==> src/rtl/count_sched.sv <==
// Round-robin scheduler sharing one dual-channel event counter among NREQ requesters.
// Each grant drives Slt/En for exactly the requested number of enabled cycles.
module count_sched #(
    parameter int NREQ = 4,
    parameter int LW   = 4,
    parameter int IDW  = 2
) (
    input  logic               Clk,
    input  logic               Reset,
    input  logic [NREQ-1:0]    Req,
    input  logic [NREQ-1:0]    ReqSel,
    input  logic [NREQ*LW-1:0] ReqLen,
    input  logic               Hold,
    output logic [NREQ-1:0]    Gnt,
    output logic [IDW-1:0]     GntId,
    output logic               Slt,
    output logic               En,
    output logic [NREQ-1:0]    Done,
    output logic               Busy
);

    typedef enum logic [1:0] {
        IDLE = 2'd0,
        RUN  = 2'd1,
        DONE = 2'd2
    } state_t;

    state_t          state_q, state_d;
    logic [NREQ-1:0] gnt_q, gnt_d;
    logic [IDW-1:0]  gnt_id_q, gnt_id_d;
    logic            slt_q, slt_d;
    logic [NREQ-1:0] done_q, done_d;
    logic [LW:0]     remaining_q, remaining_d;
    logic [IDW-1:0]  rr_ptr_q, rr_ptr_d;

    logic            found;
    logic [IDW-1:0]  win;
    logic [LW-1:0]   win_len;

    // Search starts just after the last winner so it drops to lowest priority.
    always_comb begin
        found = 1'b0;
        win   = '0;
        for (int i = 1; i <= NREQ; i++) begin
            if (!found && Req[(int'(rr_ptr_q) + i) % NREQ]) begin
                found = 1'b1;
                win   = IDW'((int'(rr_ptr_q) + i) % NREQ);
            end
        end
        win_len = ReqLen[int'(win)*LW +: LW];
    end

    always_comb begin
        state_d     = state_q;
        gnt_d       = gnt_q;
        gnt_id_d    = gnt_id_q;
        slt_d       = slt_q;
        done_d      = '0;
        remaining_d = remaining_q;
        rr_ptr_d    = rr_ptr_q;
        case (state_q)
            IDLE: begin
                if (found) begin
                    state_d     = RUN;
                    gnt_d       = NREQ'(1) << win;
                    gnt_id_d    = win;
                    slt_d       = ReqSel[win];
                    // A zero length field encodes a full 2^LW burst.
                    remaining_d = (win_len == '0) ? {1'b1, {LW{1'b0}}} : {1'b0, win_len};
                    rr_ptr_d    = win;
                end
            end
            RUN: begin
                if (!Hold) begin
                    remaining_d = remaining_q - 1'b1;
                    if (remaining_q == (LW+1)'(1)) begin
                        state_d = DONE;
                        done_d  = gnt_q;
                    end
                end
            end
            DONE: begin
                state_d = IDLE;
                gnt_d   = '0;
            end
            default: begin
                state_d = IDLE;
                gnt_d   = '0;
            end
        endcase
    end

    always_ff @(posedge Clk) begin
        if (Reset) begin
            state_q     <= IDLE;
            gnt_q       <= '0;
            gnt_id_q    <= '0;
            slt_q       <= 1'b0;
            done_q      <= '0;
            remaining_q <= '0;
            rr_ptr_q    <= IDW'(NREQ - 1);
        end else begin
            state_q     <= state_d;
            gnt_q       <= gnt_d;
            gnt_id_q    <= gnt_id_d;
            slt_q       <= slt_d;
            done_q      <= done_d;
            remaining_q <= remaining_d;
            rr_ptr_q    <= rr_ptr_d;
        end
    end

    assign Gnt   = gnt_q;
    assign GntId = gnt_id_q;
    assign Slt   = slt_q;
    assign Done  = done_q;
    assign Busy  = (state_q != IDLE);
    assign En    = (state_q == RUN) && !Hold;

endmodule

==> config.mk <==
export PLATFORM = sky130hd
export DESIGN_NAME = count_sched
export DESIGN_NICKNAME = d
export VERILOG_FILES = /design/src/rtl/count_sched.sv
export SDC_FILE = /design/constraint.sdc
export NUM_CORES = 1
export LEC_CHECK = 0
export BUFFER_PORTS_ARGS = -buffer_cell sky130_fd_sc_hd__buf_2
export CAP_MARGIN = 10
export CORE_ASPECT_RATIO = 0.6
export CORE_MARGIN = 8
export CORE_UTILIZATION = 52
export DETAILED_ROUTE_END_ITERATION = 16
export PLACE_DENSITY_LB_ADDON = 0.1
export RECOVER_POWER = 25
export SYNTH_ARGS = -nofsm -noshare
export SYNTH_HDL_FRONTEND = slang
export SYNTH_SLANG_ARGS = --single-unit
==> constraint.sdc <==
create_clock -name Clk -period 6.5 [get_ports Clk]
set_input_delay 1.3 -clock Clk [delete_from_list [all_inputs] [get_ports Clk]]
set_output_delay 1.3 -clock Clk [all_outputs]
set_load 0.01 [all_outputs]
==> reports/qor.csv <==
stage,metric,value,unit
critical_path,required,6740,ps
placement,numPortBuffers,39,
power,power_density,260,mW/mm^2
synth,muxShareOfSynthArea,10.8,%
clock_network,cts.htree.levels,1,
global_route,grtUsageTotal,14.6,%
synth,postSynthCellCount,134,
critical_path,startpoint,Req[0],
cells_and_area,syn2layout_area_growth,20.7,%
sta,hold_viol,0,
critical_path,reg2reg_to,remaining_q[4],
sta,worst_pin_slew,1010,ps
clock_network,cts_made_buffers,3,
synth,syn-num-nets,163,
detailed_routing,first_pass_iters,4,
global_route,grt_pass1_vias,1091,
global_route,antenna_found_initial,0,
placement,post-dp-hpwl,2.33,mm
outcome,outcome,"complete, no violations",
min_path,hp-start,Slt,
synth,synth_xor_area_share,0.774,%
critical_path,reg2reg_from,rr_ptr_q[1],
clock_network,cts_setup_buffers,0,
synth,synth-compound-area-share,21.9,%
cells_and_area,final_util,64.6,%
sta,grt_setup_unrepaired,false,
sta,skew,4.31,ps
sta,finalMaxSlewViolations,0,
min_path,hold_path_depth,2,
clock_network,numClockSinks,20,
critical_path,worstPathArrival,3520,ps
placement,place_congestion,0.836,
global_route,grt_max_degree,18,
sta,final.period_utilization,50.4,%
sta,tns,0,ps
synth,synth_cell_type_count,41,
floorplanning,core_area,0.00211,mm^2
synth,yosysWarnings,0,
cells_and_area,layout_commonest_cell,buf_2,
global_route,overflow,0,
detailed_routing,ant_nets,0,
critical_path,timing.reg2reg.setup_slack,3920,ps
detailed_routing,via_count,1070,
synth,yosysSeqAreaShare,35.4,%
detailed_routing,avgViaCountPerCell,5.35,
critical_path,worstRegToRegCells,6,
critical_path,start_kind,input port,
clock_network,cts_tree,yes,
cells_and_area,layout_common_cells,"buf_2, nor2_1, dfxtp_1",
clock_network,cts-root-buf,clkbuf_4,
sta,relSlewSlack,32.3,%
synth,synthSimpleGateAreaFrac,23.8,%
sta,fin_ws,3220,ps
synth,synth_top_family_by_area,simple AND/OR/NAND/NOR gates,
global_route,grt_pass1_wl,4.85,mm
floorplanning,start_util,53.5,%
cells_and_area,antenna_cells,0,
detailed_routing,drc_errors,0,
critical_path,crit_fanout,13,
power,ir_drop,165,uV
cells_and_area,layout-drive-gt1-share,28.2,%
clock_network,cts_resized,0,
floorplanning,die-area,0.00397,mm^2
min_path,holdPathEnd,Slt,
floorplanning,die_h,52.1,um
placement,place_ws,2960,ps
critical_path,critPathCaptureType,flop,
synth,synth_area,0.00113,mm^2
sta,fin_crit,3280,ps
sta,setup_viol,0,
detailed_routing,wl,2.91,mm
synth,synth_area_per_cell,8.44,um^2
clock_network,clk_latency,300,ps
detailed_routing,drt_iter0_markers,78,
sta,fmax,0.305,GHz
min_path,hold_class,reg2reg,
cells_and_area,finish.net_count,200,
clock_network,postCtsHoldBufs,0,
synth,yosys.area_share.adder,2.21,%
job,drv_cap,0,
critical_path,crit_type,in2reg,
power,leakage,0.622,nW
floorplanning,num_rows,13,
detailed_routing,wl_per_cell,14.5,um
floorplanning,ios,40,
clock_network,cts.clk_slew.worst_paths,120,ps
synth,synth-seq-cells,20,
clock_network,cts_buffer_depth,2,
floorplanning,die_w,76.2,um
state kept, by name, indices dropped and copies added (netlist names):
signal / count
rr_ptr_q: 2
GntId: 2
Slt: 1
remaining_q: 5
Gnt: 4
state_q: 2
Done: 4
synth_stat cells (all sizes together):
master / n / area [um^2]
a211o: 1 / 10.0
a211oi: 3 / 27.5
a21oi: 11 / 55.1
a22oi: 4 / 30.0
a2bb2oi: 1 / 8.76
a31oi: 1 / 6.26
a32oi: 2 / 17.5
and2: 5 / 31.3
and3: 1 / 7.51
buf: 3 / 30.0
clkbuf: 4 / 16.3
dfxtp: 20 / 400
ha: 2 / 25.0
inv: 3 / 11.3
mux2: 2 / 22.5
mux2i: 10 / 100
nand2: 5 / 18.8
nand2b: 3 / 18.8
nand3: 1 / 5.00
nand3b: 1 / 7.51
nor2: 24 / 97.6
nor2b: 2 / 12.5
nor3: 4 / 20.0
nor3b: 1 / 7.51
nor4: 1 / 6.26
nor4b: 1 / 8.76
o211ai: 1 / 7.51
o21a: 1 / 7.51
o21ai: 6 / 30.0
o21bai: 2 / 15.0
o22ai: 2 / 25.0
o31ai: 1 / 7.51
or2: 2 / 12.5
or2b: 1 / 7.51
or4: 1 / 7.51
xnor2: 1 / 8.76
worst max-delay path: stages:
cell and delay, ps:
buf_2 130, a21oi_1 140, a31oi_1 50, a21oi_1 790, nor4b_1 370, a211oi_1 90, or4_1 420, a211oi_2 210
worst max path at each step:
stage,cells past startpoint,slack [ps],end
after CTS,8,3280,remaining_q[4]
after global placement,8,3070,remaining_q[4]
after detailed placement,8,2960,remaining_q[4]
final,8,3220,remaining_q[4]
after global routing,8,3100,remaining_q[4]
after floorplan,8,3550,remaining_q[4]
metal layers:
metal  track usage, %  routed length [um]  vias up
met1             16.0                1320      478
met5                0                   0        -
met3             4.81                 195        0
met2             28.4                1390       39
li1                 -                   -      553
met4            0.949                   0        0
power breakdown:
| part | internal, mW | leakage (nW) | switching (mW) |
|---|---|---|---|
| registers | 0.135 | 0.164 | 0.0110 |
| logic | 0.0472 | 0.430 | 0.0602 |
| clock network | 0.0623 | 0.0279 | 0.0392 |
| total | 0.245 | 0.622 | 0.110 |
kinds of logic after synthesis:
group,after synthesis
fa+ha+maj,2
flops,20
buf+inv,10
compound gates,36
mux,12
xor+xnor,1
simple gates,53
per-stage QoR:
stage	power [mW]	area [um^2]	cells	hold slack [ps]
finish	0.355	1370	200	463
global route	0.379	1370	200	503
CTS	0.358	1370	200	467
detailed placement	0.256	1320	196	448
global placement	0.252	1320	196	443
floorplan	0.229	1130	134	480
layout make-up:
| type | count | area (um^2) |
|---|---|---|
| Timing Repair Buffer | 39 | 190 |
| Clock buffer | 3 | 22.5 |
| Inverter | 3 | 11.3 |
| Tap cell | 30 | 37.5 |
| Fill cell | 182 | 749 |
| Sequential cell | 20 | 400 |
| Clock inverter | 1 | 30.0 |
| Multi-Input combinational cell | 104 | 673 |
No activity file was read; power rests on OpenSTA's default activity.
